File: src/rtl/acc_offload_adapter.sv
// Core-side accelerator offload stage: predecoder arbitration, operand and
// credit gating, registered request issue, and response pass-through.
module acc_offload_adapter #(
  parameter int unsigned DataWidth      = 32,
  parameter int unsigned NumAcc         = 4,
  parameter int unsigned AddrWidth      = (NumAcc > 1) ? $clog2(NumAcc) : 1,
  parameter int unsigned IdWidth        = 4,
  parameter int unsigned MaxOutstanding = 4
) (
  input  logic                   clk_i,
  input  logic                   rst_i,
  input  logic [31:0]            core_q_instr_data_i,
  input  logic [DataWidth-1:0]   core_q_rs1_i,
  input  logic [DataWidth-1:0]   core_q_rs2_i,
  input  logic [DataWidth-1:0]   core_q_rs3_i,
  input  logic [2:0]             core_q_rs_valid_i,
  input  logic                   core_q_valid_i,
  output logic                   core_q_ready_o,
  output logic                   core_k_accept_o,
  output logic [1:0]             core_k_writeback_o,
  output logic [DataWidth-1:0]   core_p_data0_o,
  output logic [DataWidth-1:0]   core_p_data1_o,
  output logic                   core_p_dual_writeback_o,
  output logic [4:0]             core_p_rd_o,
  output logic                   core_p_error_o,
  output logic                   core_p_valid_o,
  input  logic                   core_p_ready_i,
  output logic [31:0]            pd_instr_data_o,
  input  logic [NumAcc-1:0]      pd_accept_i,
  input  logic [2*NumAcc-1:0]    pd_writeback_i,
  input  logic [3*NumAcc-1:0]    pd_use_rs_i,
  output logic [AddrWidth-1:0]   acc_q_addr_o,
  output logic [31:0]            acc_q_data_op_o,
  output logic [DataWidth-1:0]   acc_q_data_arga_o,
  output logic [DataWidth-1:0]   acc_q_data_argb_o,
  output logic [DataWidth-1:0]   acc_q_data_argc_o,
  output logic [IdWidth-1:0]     acc_q_id_o,
  output logic                   acc_q_valid_o,
  input  logic                   acc_q_ready_i,
  input  logic [DataWidth-1:0]   acc_p_data0_i,
  input  logic [DataWidth-1:0]   acc_p_data1_i,
  input  logic                   acc_p_dual_writeback_i,
  input  logic [IdWidth-1:0]     acc_p_id_i,
  input  logic [4:0]             acc_p_rd_i,
  input  logic                   acc_p_error_i,
  input  logic                   acc_p_valid_i,
  output logic                   acc_p_ready_o
);

  localparam int unsigned CntW = $clog2(MaxOutstanding + 1);

  logic [AddrWidth-1:0] sel;
  logic [2:0]           use_sel;
  logic [1:0]           wb_sel;
  logic                 found;
  logic                 any_acc, ops_ok, slot_free, credit_ok;
  logic                 accept_hs, reject;
  logic                 inc, dec;

  logic                 aq_valid_q;
  logic [AddrWidth-1:0] aq_addr_q;
  logic [31:0]          aq_op_q;
  logic [DataWidth-1:0] aq_a_q, aq_b_q, aq_c_q;
  logic [IdWidth-1:0]   aq_id_q;
  logic [IdWidth-1:0]   id_q;
  logic [CntW-1:0]      outst_q, outst_d;

  // Response id is carried by the bus but never inspected here.
  logic unused_id;
  assign unused_id = ^acc_p_id_i;

  assign pd_instr_data_o = core_q_instr_data_i;

  // Priority pick of the lowest-index accepting predecoder and its attributes.
  always_comb begin
    sel     = '0;
    use_sel = '0;
    wb_sel  = '0;
    found   = 1'b0;
    for (int unsigned i = 0; i < NumAcc; i++) begin
      if (!found && pd_accept_i[i]) begin
        found   = 1'b1;
        sel     = AddrWidth'(i);
        use_sel = pd_use_rs_i[3*i +: 3];
        wb_sel  = pd_writeback_i[2*i +: 2];
      end
    end
  end

  assign any_acc   = |pd_accept_i;
  assign ops_ok    = (use_sel & ~core_q_rs_valid_i) == 3'b000;
  assign slot_free = !aq_valid_q || acc_q_ready_i;
  assign credit_ok = (wb_sel == 2'b00) || (outst_q < CntW'(MaxOutstanding));
  assign accept_hs = !rst_i && core_q_valid_i && any_acc && ops_ok && slot_free && credit_ok;
  assign reject    = !rst_i && core_q_valid_i && !any_acc;

  assign core_q_ready_o     = accept_hs || reject;
  assign core_k_accept_o    = accept_hs;
  assign core_k_writeback_o = accept_hs ? wb_sel : 2'b00;

  assign core_p_data0_o          = acc_p_data0_i;
  assign core_p_data1_o          = acc_p_data1_i;
  assign core_p_dual_writeback_o = acc_p_dual_writeback_i;
  assign core_p_rd_o             = acc_p_rd_i;
  assign core_p_error_o          = acc_p_error_i;
  assign core_p_valid_o          = acc_p_valid_i;
  assign acc_p_ready_o           = core_p_ready_i;

  assign acc_q_valid_o     = aq_valid_q;
  assign acc_q_addr_o      = aq_addr_q;
  assign acc_q_data_op_o   = aq_op_q;
  assign acc_q_data_arga_o = aq_a_q;
  assign acc_q_data_argb_o = aq_b_q;
  assign acc_q_data_argc_o = aq_c_q;
  assign acc_q_id_o        = aq_id_q;

  // Request register: reload on accept takes priority over drain, giving 1 req/cycle.
  always_ff @(posedge clk_i) begin
    if (rst_i) begin
      aq_valid_q <= 1'b0;
      aq_addr_q  <= '0;
      aq_op_q    <= '0;
      aq_a_q     <= '0;
      aq_b_q     <= '0;
      aq_c_q     <= '0;
      aq_id_q    <= '0;
      id_q       <= '0;
    end else if (accept_hs) begin
      aq_valid_q <= 1'b1;
      aq_addr_q  <= sel;
      aq_op_q    <= core_q_instr_data_i;
      aq_a_q     <= core_q_rs1_i;
      aq_b_q     <= core_q_rs2_i;
      aq_c_q     <= core_q_rs3_i;
      aq_id_q    <= id_q;
      id_q       <= id_q + IdWidth'(1);
    end else if (acc_q_ready_i) begin
      aq_valid_q <= 1'b0;
    end
  end

  // Outstanding writeback count: issue adds, core response handshake removes.
  always_comb begin
    inc     = accept_hs && (wb_sel != 2'b00);
    dec     = core_p_valid_o && core_p_ready_i && (outst_q != '0);
    outst_d = outst_q;
    if (inc && !dec)      outst_d = outst_q + CntW'(1);
    else if (dec && !inc) outst_d = outst_q - CntW'(1);
  end

  // Outstanding counter register.
  always_ff @(posedge clk_i) begin
    if (rst_i) outst_q <= '0;
    else       outst_q <= outst_d;
  end

endmodule

File: config.mk
export PLATFORM = sky130hd
export DESIGN_NAME = acc_offload_adapter
export DESIGN_NICKNAME = d
export VERILOG_FILES = /design/src/rtl/acc_offload_adapter.sv
export SDC_FILE = /design/constraint.sdc
export NUM_CORES = 1
export LEC_CHECK = 0
export BUFFER_PORTS_ARGS = -buffer_cell sky130_fd_sc_hd__buf_4
export CORE_AREA = 2 2 188 190
export DETAILED_ROUTE_END_ITERATION = 8
export DIE_AREA = 0 0 190 192
export HOLD_SLACK_MARGIN = 0.15
export PLACE_DENSITY_LB_ADDON = 0.25
export SLEW_MARGIN = 15
export SYNTH_ARGS = -nofsm -noshare
export SYNTH_HDL_FRONTEND = slang
export SYNTH_SLANG_ARGS = --single-unit
File: constraint.sdc
create_clock -name clk_i -period 4.92 [get_ports clk_i]
set_input_delay 0.492 -clock clk_i [delete_from_list [all_inputs] [get_ports clk_i]]
set_output_delay 0.492 -clock clk_i [all_outputs]
set_load 0.005 [all_outputs]
==> out/qor.yml <==
yosys:
  yosys.area.top_type: "dfxtp_1"
  synthArstFlopShare: 0
  yosysUniqueCellTypes: 34
  synth_commonest_cells: "271 x nand2_1, 142 x dfxtp_1, 141 x a21oi_1, 105 x buf_4, 29 x clkbuf_1"
  yosysTopAreaCellShare: 0.472
  synth-seq-cells: 142
  synth_area_mm2: 0.00602
  syn_nets: 1002
  avgSynthCellArea_um2: 7.89
  synth_flop_cell: "dfxtp_1"
  syn_inst: 763
  ys_warn_count: 0
  yosysMostFrequentCell: "nand2_1"
  synth_edf_count: 0
  synth.yosys.seq_area_share: 0.472
  ys_top_cells_by_area: "dfxtp_1 47%, nand2_1 17%, buf_4 13%, a21oi_1 12%, buf_6 1.9%"
power:
  intPower_mw: 2.15
  pwr-share-clk: 0.453
  total_leakage_power_nw: 3.66
  power.share.sequential: 0.424
  p_sw_uw: 726
  p_total_mw: 2.88
  ir_drop_uv: 223
  switching_share: 0.252
  combinationalPowerShare: 0.123
  power.density_mw_per_mm2: 332
worst_setup_path:
  critPathArrivalTime_ns: 2.88
  criticalPathCategory: "input port to output port"
  endpoint_kind: "output port"
  reg2reg_to: "outst_q[2]"
  r2r-start: "acc_q_valid_o"
  worstPathMaxFanout: 53
  cp_common_cell: "buf_4"
  required_ns: 4.43
  slowest_delay_ns: 0.50
  cp-start-kind: "input port"
  cp_cell_sequence: "buf_4 -> or2_1 -> a221o_1 -> a22o_1 -> a211o_4 -> inv_4 -> buf_4 -> and3_1 -> buf_4"
  crit_path_top_delay_cell: "buf_4"
  reg2reg_depth: 12
  crit_buf_inv: 4
  r2r_slack_ns: 2.07
  cp_top_family: "buffers and inverters"
cts:
  clockBufferDepth: 2
  cts_hold_buf: 0
  cts_inserted_buffers: 17
  clk_latency_ns: 0.43
  clkSinkCount: 142
  cts_resized: 0
  cts_tree: "built"
  post_cts_buffers: 0
  htree_levels: 4
  path_clk_slew_ns: 0.07
  cts-root-buf: "clkbuf_16"
drt:
  first_pass_iters: 4
  ant_nets: 0
  vias: 5542
  drt-total-wl_um: 20200
  wl_per_cell_um: 14.1
  vias_per_cell: 3.86
  drcViolationCount: 0
  drtIter0Drc: 212
layout:
  regArea_mm2: 0.00284
  multiInputGateArea_mm2: 0.00211
  fin_cells: 1435
  diodes: 0
  area_growth_pct: 44.0
  fin_nets: 1206
  filler_cell_count: 3851
  post-route-cell-area_mm2: 0.00867
  drive_gt1_frac: 0.379
floorplanning:
  num_rows: 68
  fp.coreArea_mm2: 0.0343
  die_h_um: 192
  ios: 480
  die_w_um: 190
  die_area_mm2: 0.0365
  initial_utilization: 0.176
sta:
  fin_crit_sh: 0.686
  relSlewSlack: 0.394
  drv_slew: 0
  setup_tns_ns: 0
  tightestPinTransition_ns: 0.908
  min_period_ns: 3.37
  grt_setup_unrepaired: "no"
  setup_viol: 0
  hold_viol: 0
  clock-skew-final_ns: 0.0105
  timing.fmax_mhz: 296
placed_design:
  port_buffers: 333
  place.gp.congestion: 0.700
  dp_hpwl_um: 14100
  placed_area_mm2: 0.00808
  place_inst: 1403
global_route:
  grt_util_all_layers: 0.107
  antenna_found_initial: 0
  grt_pass1_vias: 5225
  grt_max_degree: 77
  gr-total-overflow: 0
  grt_pass1_wl_um: 29700
hold_path:
  whs_endpoint: "acc_q_data_argb_o[28]"
  whs_path_depth: 3
  min_path_type: "input port to flop"
  hp-start: "core_q_rs2_i[28]"
run:
  drv_cap: 0
run_status:
  status: "complete, no violations"
## kinds of logic (layout without fill, tap and decap cells)
kind of cell | count (synthesis) | after routing | share of synthesized area
flops | 142 | 142 | 0.472
simple gates | 298 | 298 | 0.196
compound gates | 155 | 155 | 0.136
fa+ha+maj | 3 | 3 | 0.00748
buf+inv | 159 | 376 | 0.179
mux | 3 | 3 | 0.00499
xor+xnor | 3 | 3 | 0.00437
## through the flow
step	hold WS (ns)	worst slack, ns	util
floorplan	0.435	1.66	-
global placement	0.442	1.44	0.236
detailed placement	0.447	1.45	0.236
CTS	0.259	1.45	0.253
global route	0.274	1.35	0.253
finish	0.302	1.55	0.253
## worst register-to-register path: stages, from the launching register on
cell,delay (ns)
dfxtp_1,0.31
nand2b_1,0.09
nand2b_1,0.07
or4_1,0.48
a211o_4,0.29
inv_4,0.17
and2_1,0.16
ha_1,0.17
inv_1,0.06
fa_1,0.37
xor2_1,0.15
or3_1,0.30
a21oi_1,0.14
## layer usage
metal / vias to the layer above / global-route usage / share of wire
li1: 2756 / - / -
met1: 2483 / 0.113 / 0.38
met2: 235 / 0.173 / 0.47
met3: 68 / 0.0453 / 0.095
met4: 0 / 0.0719 / 0.049
met5: - / 0 / 0
## placed cells by master (no fill, tap or decap), types with 2 or more instances in the layout
cell        synthesis  layout
buf_4             105     339
nand2_1           271     271
dfxtp_1           142     142
a21oi_1           141     141
clkbuf_16           0      17
nand2b_1            7       7
nor2_1              5       5
inv_1               4       4
clkinvlp_4          0       4
nor2b_1             3       3
o21ai_0             3       3
nand3b_1            3       3
mux2i_1             3       3
inv_6               0       3
a221o_1             2       2
a22o_1              2       2
a221oi_1            2       2
and3_1              2       2
xor2_1              2       2
or3_1               2       2
ha_1                2       2
clkbuf_1           29       2
clkinv_2            0       2
bufinv_16           0       2
## flip-flops by register name, summed over array words and instances (netlist names)
name and count:
acc_q_addr_o 2, acc_q_data_arga_o 32, acc_q_data_argb_o 32, acc_q_data_argc_o 32
acc_q_data_op_o 32, acc_q_id_o 4, acc_q_valid_o 1, id_q 4
outst_q 3
## power by group through the flow
stage	clock network, mW	registers, mW	logic [mW]
2_1_floorplan	0	1.25	0.204
6_report	1.30	1.22	0.353
3_5_place_dp	0	1.25	0.363
4_1_cts	1.38	1.22	0.363
5_1_grt	1.42	1.23	0.395
3_3_place_gp	0	1.25	0.364
## worst max-delay path by stage
stage / startpoint / to / cells after the start
after floorplan: rst_i / outst_q[2] / 14
after global placement: pd_accept_i[0] / outst_q[2] / 13
after detailed placement: pd_accept_i[0] / outst_q[2] / 13
after CTS: pd_accept_i[0] / core_k_writeback_o[0] / 9
after global routing: pd_accept_i[0] / core_k_writeback_o[0] / 9
final: pd_accept_i[0] / core_k_writeback_o[0] / 9
## area by class of cell
class / instances / area share
Tap cell: 455 / 0.0657
Inverter: 5 / 0.00245
Timing Repair Buffer: 339 / 0.294
Clock buffer: 20 / 0.0515
Clock inverter: 12 / 0.0156
Multi-Input combinational cell: 462 / 0.243
Sequential cell: 142 / 0.328
No activity file was read; power rests on OpenSTA's default activity.
